<file path="src/rtl/uart_tx_cfg.sv">
// Configurable UART transmitter: start bit, DATA_WIDTH data bits LSB first, optional parity,
// one or two stop bits, internal baud divider. All configuration is captured per frame.
module uart_tx_cfg #(
    parameter int unsigned DATA_WIDTH = 8,
    parameter int unsigned DIV_WIDTH  = 8
) (
    input  logic                  CLK,
    input  logic                  RST,
    input  logic [DATA_WIDTH-1:0] P_DATA,
    input  logic                  DATA_VALID,
    input  logic                  PAR_EN,
    input  logic                  PAR_TYP,
    input  logic                  STOP_BITS,
    input  logic [DIV_WIDTH-1:0]  BAUD_DIV,
    output logic                  TX_OUT,
    output logic                  Busy,
    output logic                  TX_DONE
);

    localparam int unsigned IdxW = (DATA_WIDTH > 1) ? $clog2(DATA_WIDTH) : 1;

    typedef enum logic [2:0] {StIdle, StStart, StData, StParity, StStop} state_e;

    state_e                state_q, state_d;
    logic [DIV_WIDTH-1:0]  baud_cnt_q, baud_cnt_d;
    logic [DIV_WIDTH-1:0]  div_q, div_d;
    logic [IdxW-1:0]       bit_idx_q, bit_idx_d;
    logic [DATA_WIDTH-1:0] data_q, data_d;
    logic                  par_en_q, par_en_d;
    logic                  par_bit_q, par_bit_d;
    logic                  stop2_q, stop2_d;
    logic                  stop_cnt_q, stop_cnt_d;
    logic                  tx_q, tx_d;
    logic                  busy_q, busy_d;
    logic                  done_q, done_d;
    logic                  bit_end;

    // Divider is held at >= 1, so the subtraction never underflows.
    assign bit_end = (baud_cnt_q == div_q - DIV_WIDTH'(1));

    always_comb begin
        state_d    = state_q;
        baud_cnt_d = baud_cnt_q;
        div_d      = div_q;
        bit_idx_d  = bit_idx_q;
        data_d     = data_q;
        par_en_d   = par_en_q;
        par_bit_d  = par_bit_q;
        stop2_d    = stop2_q;
        stop_cnt_d = stop_cnt_q;
        done_d     = 1'b0;

        if (state_q != StIdle) begin
            baud_cnt_d = bit_end ? '0 : baud_cnt_q + DIV_WIDTH'(1);
        end

        case (state_q)
            StIdle: begin
                if (DATA_VALID) begin
                    state_d    = StStart;
                    baud_cnt_d = '0;
                    data_d     = P_DATA;
                    par_en_d   = PAR_EN;
                    par_bit_d  = (^P_DATA) ^ PAR_TYP;
                    stop2_d    = STOP_BITS;
                    div_d      = (BAUD_DIV == '0) ? DIV_WIDTH'(1) : BAUD_DIV;
                end
            end
            StStart: begin
                if (bit_end) begin
                    state_d   = StData;
                    bit_idx_d = '0;
                end
            end
            StData: begin
                if (bit_end) begin
                    if (bit_idx_q == IdxW'(DATA_WIDTH - 1)) begin
                        state_d    = par_en_q ? StParity : StStop;
                        stop_cnt_d = 1'b0;
                    end else begin
                        bit_idx_d = bit_idx_q + IdxW'(1);
                    end
                end
            end
            StParity: begin
                if (bit_end) begin
                    state_d    = StStop;
                    stop_cnt_d = 1'b0;
                end
            end
            StStop: begin
                if (bit_end) begin
                    if (stop2_q && !stop_cnt_q) begin
                        stop_cnt_d = 1'b1;
                    end else begin
                        state_d = StIdle;
                        done_d  = 1'b1;
                    end
                end
            end
            default: state_d = StIdle;
        endcase

        // Outputs are decoded from the next state so they appear registered with the state.
        tx_d   = 1'b1;
        busy_d = (state_d != StIdle);
        case (state_d)
            StStart:  tx_d = 1'b0;
            StData:   tx_d = data_d[bit_idx_d];
            StParity: tx_d = par_bit_d;
            default:  tx_d = 1'b1;
        endcase
    end

    always_ff @(posedge CLK) begin
        if (RST) begin
            state_q    <= StIdle;
            baud_cnt_q <= '0;
            div_q      <= DIV_WIDTH'(1);
            bit_idx_q  <= '0;
            data_q     <= '0;
            par_en_q   <= 1'b0;
            par_bit_q  <= 1'b0;
            stop2_q    <= 1'b0;
            stop_cnt_q <= 1'b0;
            tx_q       <= 1'b1;
            busy_q     <= 1'b0;
            done_q     <= 1'b0;
        end else begin
            state_q    <= state_d;
            baud_cnt_q <= baud_cnt_d;
            div_q      <= div_d;
            bit_idx_q  <= bit_idx_d;
            data_q     <= data_d;
            par_en_q   <= par_en_d;
            par_bit_q  <= par_bit_d;
            stop2_q    <= stop2_d;
            stop_cnt_q <= stop_cnt_d;
            tx_q       <= tx_d;
            busy_q     <= busy_d;
            done_q     <= done_d;
        end
    end

    assign TX_OUT  = tx_q;
    assign Busy    = busy_q;
    assign TX_DONE = done_q;

endmodule

</file>
<file path="config.mk">
export PLATFORM = sky130hd
export DESIGN_NAME = uart_tx_cfg
export DESIGN_NICKNAME = d
export VERILOG_FILES = /design/src/rtl/uart_tx_cfg.sv
export SDC_FILE = /design/constraint.sdc
export NUM_CORES = 1
export LEC_CHECK = 0
export CAP_MARGIN = 20
export CORE_MARGIN = 2
export CORE_UTILIZATION = 55
export CTS_CLUSTER_DIAMETER = 120
export DETAILED_ROUTE_END_ITERATION = 10
export GPL_ROUTABILITY_DRIVEN = 0
export PLACE_DENSITY = 0.87
export SLEW_MARGIN = 10
export SYNTH_ARGS = -nofsm -noshare
export SYNTH_HDL_FRONTEND = slang
export SYNTH_SLANG_ARGS = --single-unit
</file>
<file path="constraint.sdc">
create_clock -name CLK -period 4 [get_ports CLK]
set_clock_uncertainty 0.1 [all_clocks]
set_input_delay 0.8 -clock CLK [delete_from_list [all_inputs] [get_ports CLK]]
set_output_delay 0.8 -clock CLK [all_outputs]
set_load 0.02 [all_outputs]
</file>
==> metrics.cfg <==
[setup_path]
crit_start=div_q[0]
cp_max_fo=14
crit_path_start_kind=register
worstSetupEndpoint=TX_OUT
reg2reg_depth=11
crit_arrival_ns=3.49
r2r_start=div_q[0]
path_class=register to register
r2r_slack_ns=0.58
cp-end-kind=register
r2r-end=TX_OUT
cp_data_required_time_ns=4.08

[die]
io_pins=25
fp.dieH_um=64.9
start_util=0.566
dieArea_mm2=0.00422
core-area_mm2=0.00361
row_count=22
die_w_um=64.9

[synthesis]
syn_area_per_cell_um2=8.17
synth_edf_count=0
async_flop_share=0
synth_area_mm2=0.00204
synthXorXnorAreaFrac=0.0987
synth_mux_area_frac=0.0490
synth_warnings=0
syn-num-nets=275
ys_ff_latch=37
synth-simple-area-share=0.267
ys_seq_area_frac=0.363
synth_compound_area_frac=0.164
yosys_most_used_dff=dfxtp_1
synthAdderAreaFrac=0.0184
syn-instance-count=250
synth_cell_types=47
synth_top_family_by_area=simple AND/OR/NAND/NOR gates

[global_route]
grt_max_degree=33
antenna_found_initial=0
grt_pass1_wl_um=7410
overflow=0
grt_pass1_vias=1726
gr-usage-all-layers=0.228

[layout]
nets=296
fillCellCount=300
fin_util=0.664
final_cell_area_mm2=0.00240
drive_gt1_frac=0.0886
regArea_um2=741
area_growth_pct=17.3
multiInputGateArea_mm2=0.00122
n_antenna_cell=0

[drt]
routedWlPerCell_um=13.3
viasPerCell=5.64
vias=1799
detail_route.first_pass.iterations=4
drc_errors=0
wl_um=4230
ant_nets=0
drt_iter0_drc=51

[cts]
cts.repair.resized=0
clk_path_buf_depth=2
htreeDepth=2
clkSinkCount=37
numCtsBuffers=5
cts_tree=done
postCtsSetupBuffers=0
clock_latency_ns=0.29
clkTransAtPathRegs_ns=0.07
cts_hold_buf=0
cts-root-buf=clkbuf_8

[sta]
slew_headroom=0.640
whs_ns=0.356
hold_violations=0
period_share=0.854
drv_slew=0
finalSetupTns_ns=0
setup_viol=0
fin_crit_ns=3.42
timing.fmax_mhz=293
worst_pin_slew_ns=0.535
rsz0062_at_grt=false

[power]
p_per_area_mw_per_mm2=384
ir_drop_mv=0.238
p_leak_uw=0.000854

[place]
io_buffers=24
dp_hpwl_um=2990
placed_area_mm2=0.00231

[run_status]
status=finished, final reports clean

[job]
maxCapViolCount=0

[min_path]
hold_path_class=register to register

==> layer usage <==
| metal | global-route usage | up-vias | share of wire |
|---|---|---|---|
| met3 | 0.0538 | 5 | 0.038 |
| met1 | 0.285 | 843 | 0.47 |
| met2 | 0.370 | 45 | 0.48 |
| met5 | 0 | - | 0 |
| met4 | 0.104 | 0 | 0.015 |
| li1 | - | 906 | - |
==> state kept, by name, summed over array words and instances (netlist names) <==
| signal | flops |
|---|---|
| baud_cnt_q | 8 |
| bit_idx_q | 3 |
| par_en_q | 1 |
| Busy | 1 |
| TX_DONE | 1 |
| div_q | 8 |
| TX_OUT | 1 |
| state_q | 3 |
| data_q | 8 |
| stop_cnt_q | 1 |
| par_bit_q | 1 |
| stop2_q | 1 |
==> logic make-up after synthesis <==
logic type | Yosys count
DFF | 37
and+or+nand+nor | 112
AOI/OAI and AO/OA | 51
adders and majority gates | 3
muxes | 5
buffers and inverters | 19
xor gates and xnor gates | 23
==> worst max-delay path: stages (launching register included) <==
cell and delay, ns:
dfxtp_1 0.46, inv_1 0.08, ha_1 0.31, xnor2_1 0.12, or4_1 0.54, or3_1 0.41, buf_4 0.21, nor3_1 0.17
o21ba_2 0.18, or4b_4 0.46, a221oi_2 0.18, a21oi_1 0.09
==> where the power goes <==
group,switching (uW),internal [uW]
logic,126,112
clock network,126,137
registers,26.2,394
total,278,643
==> stage by stage <==
stage                     cells  total power [uW]  setup WS, ns
after floorplan             250               599         0.685
after global placement      312               657         0.715
after detailed placement    312               665         0.610
after CTS                   319               923         0.591
after global routing        319               967         0.289
final                       319               921         0.584
==> worst min-delay path by stage <==
stage	endpoint	from	depth (start not counted)	slack (ns)
after global routing	data_q[1]	data_q[1]	2	0.38
after floorplan	stop2_q	stop2_q	2	0.33
final	data_q[0]	data_q[0]	2	0.36
after global placement	data_q[5]	data_q[5]	2	0.34
after CTS	data_q[0]	data_q[0]	2	0.36
after detailed placement	data_q[0]	data_q[0]	2	0.35
==> Yosys cell counts, drive strengths merged (2+ instances only) <==
library cell / instances / share of area
nand3: 4 / 0.0098
clkbuf: 11 / 0.020
a31oi: 2 / 0.0061
and3: 3 / 0.0092
buf: 3 / 0.010
nor3: 11 / 0.035
o31ai: 2 / 0.0074
a21oi: 27 / 0.066
nor2b: 9 / 0.028
nor2: 25 / 0.050
and2: 2 / 0.0061
o21ai: 4 / 0.012
ha: 3 / 0.018
nand4: 3 / 0.0092
xor2: 8 / 0.034
dfxtp: 37 / 0.36
a22oi: 2 / 0.0074
xnor2: 15 / 0.064
inv: 5 / 0.0092
o22ai: 2 / 0.013
or3: 3 / 0.0092
nor4: 3 / 0.0092
o21a: 2 / 0.0074
mux4: 4 / 0.044
nand2: 44 / 0.081
o21bai: 2 / 0.0074
==> placed cells by master (no fill, tap or decap), types with 2 or more instances in the layout <==
| cell | Yosys | final |
|---|---|---|
| nor3_1 | 9 | 9 |
| or3_1 | 3 | 3 |
| nor4_1 | 3 | 3 |
| nor2_1 | 24 | 24 |
| nor2b_1 | 9 | 9 |
| o21ai_0 | 2 | 2 |
| dfxtp_1 | 37 | 37 |
| clkdlybuf4s50_1 | 0 | 24 |
| nand2_1 | 44 | 44 |
| nand4_1 | 3 | 3 |
| ha_1 | 3 | 3 |
| and2_1 | 2 | 2 |
| clkbuf_8 | 0 | 6 |
| and3_1 | 3 | 3 |
| o31ai_1 | 2 | 2 |
| nand3_1 | 4 | 4 |
| buf_4 | 0 | 4 |
| o21a_1 | 2 | 2 |
| a31oi_1 | 2 | 2 |
| a21oi_1 | 27 | 27 |
| mux4_2 | 4 | 4 |
| xor2_1 | 8 | 8 |
| xnor2_1 | 15 | 15 |
| o21bai_1 | 2 | 2 |
| a22oi_1 | 2 | 2 |
| inv_1 | 5 | 5 |
==> cell type report <==
class / count / share of cell area
Clock buffer: 7 / 0.0360
Timing Repair Buffer: 28 / 0.113
Inverter: 5 / 0.00783
Sequential cell: 37 / 0.309
Multi-Input combinational cell: 194 / 0.509
Tap cell: 48 / 0.0251
(Power assumes the default switching activity.)
